$ cat config.mk
export PLATFORM = sky130hd
export DESIGN_NAME = ms_ff_bank
export DESIGN_NICKNAME = d
export VERILOG_FILES = /design/src/rtl/ms_ff_bank.sv
export SDC_FILE = /design/constraint.sdc
export NUM_CORES = 1
export LEC_CHECK = 0
export ABC_AREA = 0
export CAP_MARGIN = 20
export CORE_ASPECT_RATIO = 1.5
export CORE_MARGIN = 10
export CORE_UTILIZATION = 50
export CTS_CLUSTER_SIZE = 10
export DETAILED_ROUTE_END_ITERATION = 10
export PLACE_DENSITY = 0.8
export SLEW_MARGIN = 0
export SYNTH_ARGS = -nofsm -noshare
export SYNTH_HDL_FRONTEND = slang
export SYNTH_SLANG_ARGS = --single-unit
$ cat constraint.sdc
create_clock -name clk -period 1.5 [get_ports clk]
set_input_delay 0.15 -clock clk [delete_from_list [all_inputs] [get_ports clk]]
set_output_delay 0.15 -clock clk [all_outputs]
set_load 0.01 [all_outputs]
$ cat src/rtl/ms_ff_bank.sv
// ms_ff_bank
//   Master-slave flip-flop bank. WIDTH independent bits share one runtime
//   mode (JK, SR, D or T). The master register updates on enabled clock
//   edges; the slave copies the master on every edge, so q lags the master
//   by one cycle. The bank also provides a sticky illegal-SR flag and a
//   one-cycle change-detect pulse.
//
// Ports
//   clk          clock, all state updates on posedge
//   rst          asynchronous active-high reset
//   en           master update enable
//   mode         2'b00 JK, 2'b01 SR, 2'b10 D, 2'b11 T
//   a            J / S / D / T per bit
//   b            K / R per bit (unused in D and T modes)
//   illegal_clr  clears the sticky illegal flag (set has priority)
//   q            slave register
//   qbar         ~q
//   illegal      sticky: an enabled SR edge saw S=R=1 on some bit
//   changed      one-cycle pulse after the slave takes a new value
module ms_ff_bank #(
  parameter int unsigned     WIDTH     = 8,
  parameter logic [WIDTH-1:0] RESET_VAL = '0
) (
  input  logic             clk,
  input  logic             rst,
  input  logic             en,
  input  logic [1:0]       mode,
  input  logic [WIDTH-1:0] a,
  input  logic [WIDTH-1:0] b,
  input  logic             illegal_clr,
  output logic [WIDTH-1:0] q,
  output logic [WIDTH-1:0] qbar,
  output logic             illegal,
  output logic             changed
);

  typedef enum logic [1:0] {
    MODE_JK = 2'b00,
    MODE_SR = 2'b01,
    MODE_D  = 2'b10,
    MODE_T  = 2'b11
  } mode_e;

  mode_e            mode_sel;
  logic [WIDTH-1:0] master_d, master_q;
  logic [WIDTH-1:0] slave_d, slave_q;
  logic [WIDTH-1:0] slave_prev_d, slave_prev_q;
  logic             illegal_d, illegal_q;
  logic             changed_d, changed_q;
  logic             sr_conflict;

  always_comb begin
    mode_sel = mode_e'(mode);
  end

  // Master next state, evaluated bitwise across the whole bank.
  always_comb begin
    master_d = master_q;
    if (en) begin
      unique case (mode_sel)
        MODE_JK: master_d = (a & ~master_q) | (~b & master_q);
        // S=R=1 holds: only a lone S sets and a lone R clears.
        MODE_SR: master_d = (a & ~b) | (master_q & ~(a ^ b));
        MODE_D:  master_d = a;
        MODE_T:  master_d = master_q ^ a;
        default: master_d = master_q;
      endcase
    end
  end

  always_comb begin
    slave_d      = master_q;
    slave_prev_d = slave_q;
  end

  // The previous slave value is kept in its own register so the pulse lands
  // one cycle after the slave itself changes; after reset both copies equal
  // RESET_VAL, which keeps the first post-reset cycle quiet.
  always_comb begin
    changed_d = (slave_q != slave_prev_q);
  end

  always_comb begin
    sr_conflict = en && (mode_sel == MODE_SR) && (|(a & b));
    illegal_d   = illegal_q;
    if (sr_conflict) begin
      illegal_d = 1'b1;
    end else if (illegal_clr) begin
      illegal_d = 1'b0;
    end
  end

  always_ff @(posedge clk or posedge rst) begin
    if (rst) begin
      master_q     <= RESET_VAL;
      slave_q      <= RESET_VAL;
      slave_prev_q <= RESET_VAL;
      illegal_q    <= 1'b0;
      changed_q    <= 1'b0;
    end else begin
      master_q     <= master_d;
      slave_q      <= slave_d;
      slave_prev_q <= slave_prev_d;
      illegal_q    <= illegal_d;
      changed_q    <= changed_d;
    end
  end

  assign q       = slave_q;
  assign qbar    = ~slave_q;
  assign illegal = illegal_q;
  assign changed = changed_q;

endmodule
==> impl_results.md <==
- NumNets Final: 248
- Final core occ: 72.4%
- GRT Total Usage: a little over an eighth
- Hold buffers post-CTS: 0
- Hold Violations, Final: 0
- First-pass GRT wire length: 6.63 mm
- Post-Syn Nets: between 150 and 200
- Max FO, Critical Path: 2
- FF-to-FF path depth: 3
- Cell Pwr Density: 968 nW/um^2
- Setup TNS Final: 0 ps
- Root Buffer: clkbuf_8
- DR vias: 1414
- Ant. Diodes: 0
- Tightest Pin Transition: 456 ps
- ANT nets after route: 0
- First-pass detailed-route iteration total: 4
- Final Slew Violations: 0
- Status: completed
- H-tree depth: 1
- DR iter-0 viols: 35
- Flops & latches, synth: 26
- Final count of negative-setup-slack endpoints: 0
- FP Rows: 25
- Total Wirelength: between 4 and 5 mm
- Seq/Total Area, Yosys: a little under two fifths
- Total gr overflow: 0
- Via density per instance: 5.68
- Placed instance count: ~240
- Arrival @ worst endpoint: roughly 1600 ps
- CTS tree: yes
- Hold Crit Class: in2async
- Synthesized area: 1700 sq um
- Die ar.: 6170 sq um
- Clock sink total: 26
- Gpl congestion: 0.819
- YS warnings: 0
- Minimum clock period: 1460 ps
- Avg Cell Area, Syn: 11.2 sq um
- Syn Inst Count: 151
- Setup Skew: 2.74 ps
- Synth top area share: between 30% and 40%
- Largest net degree at the start of global routing: 35
- WHS: 240 ps
- Clk slew on worst S/H paths: 90 ps
- Clock tree buffer depth: 2
- Max Fclk: 683 MHz
- Critical Path RT: 1660 ps
- Worst-Skew Late Latency: 260 ps
- Worst VDD drop: 0.000672 V
- Synth area leader: dfrtp_1
- Worst setup path class: in2reg
- Yosys cell types: 34
- Design area: 2330 sq um
- Io pins: 40
- CTS Buf Count: 3
- Max-cap violations: 0
- Ranking of synthesized cells by area: dfrtp_1, ha_1, a221oi_2, inv_1, xor2_1
- Pleak: a little over 1 nW
- Die Y: 91.4 um
- Setup crit start kind: input pin
- Worst R2R End: changed
- Crit share post-route: 97.5%
- Worst slew margin: 69.6%
- Reg-to-reg startpoint: q[1]
- Avg WL per Cell: around 17 um
- Core area: approximately 3200 sq um
- DPL Wire Length: 3.31 mm
- Vias in the first global route: 1402
- Dpl cell area: approximately 2200 sq um
- Initial core utilization: 52.7%
- Drc violations: 0
- Chip Width: 67.6 um
- Port Buf Inserts: 39
- Synthesis-to-layout area growth: 37.4%
- Critical Path End Type: register
- Worst reg-to-reg setup slack: roughly 270 ps
- Initial antenna violation count: 0
- RSZ-0062 raised after global routing: false
- Layout cells sized above 1: 20.6%
- Layout Cells excl Fill: 249
## routing by layer
layer  share of wire [%]  global-route usage [%]  vias up
li1                    -                       -      680
met1                  38                    14.0      697
met2                  55                    24.6       35
met3                 5.8                    2.71        2
met4                0.51                    4.64        0
met5                   0                       0        -
## stage by stage
stage | power [W] | setup slack, ps
2_1_floorplan | 0.00131 | 299
3_3_place_gp | 0.00165 | -235
3_5_place_dp | 0.00170 | -238
4_1_cts | 0.00227 | 26.1
5_1_grt | 0.00238 | 0.196
6_report | 0.00226 | 36.9
## critical path, cell delays in order
cell	delay, ps
clkdlybuf4s50_1	460
ha_1	240
or4_4	490
o2111ai_2	190
o21ai_1	80
## cells in the final DEF (no fill, tap or decap), types with 4 or more instances in the layout
| cell type | count |
|---|---|
| a21oi_1 | 7 |
| or3_1 | 6 |
| inv_1 | 20 |
| or3b_1 | 6 |
| nand4bb_1 | 4 |
| buf_4 | 22 |
| a211oi_1 | 5 |
| a221oi_2 | 7 |
| dfrtp_1 | 26 |
| clkdlybuf4s50_1 | 37 |
| a31o_1 | 7 |
| ha_1 | 16 |
| o211ai_1 | 7 |
| xor2_1 | 8 |
## final cells by class
cell class / count / area (sq um)
multi-input cells: 96 / 902
fillers: 220 / 888
flip-flops and latches: 26 / 651
repair buffers: 62 / 581
inverters: 21 / 78.8
well taps: 40 / 50.0
clock buffers: 3 / 41.3
clock inverters: 1 / 30.0
## state kept, by name, indices dropped and copies added, names as in the netlist
name and flops:
slave_prev_q 8, master_q 8, q 8, illegal 1
changed 1
## power by group
| part | internal [W] | switching, W |
|---|---|---|
| logic | 0.000415 | 0.000309 |
| registers | 0.000829 | 0.000142 |
| clock network | 0.000357 | 0.000207 |
| total | 0.00160 | 0.000658 |
## synth_stat cells (all sizes together)
cell / instances
nand4bb: 6
dfrtp: 26
o21ai: 3
nor4: 2
nor2b: 1
inv: 21
a311o: 1
ha: 16
a32oi: 1
nand3b: 1
nand4b: 1
o211ai: 7
a211oi: 8
a21boi: 1
xor2: 8
or3b: 6
a221oi: 7
nand2: 1
buf: 8
nand2b: 2
and2: 1
a21oi: 7
or4: 2
o2111ai: 1
a31o: 7
or3: 6
## logic make-up (layout without fill, tap and decap cells)
kind of cell | after synthesis | count (layout) | synth area share [%]
AO/OA/AOI/OAI | 43 | 43 | 22.3
AND/OR/NAND/NOR | 29 | 29 | 14.3
buffers and inverters | 29 | 87 | 9.14
flip-flops | 26 | 26 | 38.3
adder cells (fa/ha/maj) | 16 | 16 | 11.8
XOR/XNOR | 8 | 8 | 4.13
## repair_timing
action,in CTS,in global routing
resized for setup,0,4
endpoints found under the setup margin,0,3
setup buffers,0,1
## how the worst max path moves through the flow
stage,from,cells after the start,endpoint
floorplan,a[5],4,illegal
global placement,a[4],5,illegal
detailed placement,a[6],5,illegal
CTS,a[5],5,illegal
global route,q[3],2,qbar[3]
finish,a[7],5,illegal
Power figures use the tool's default switching activity.
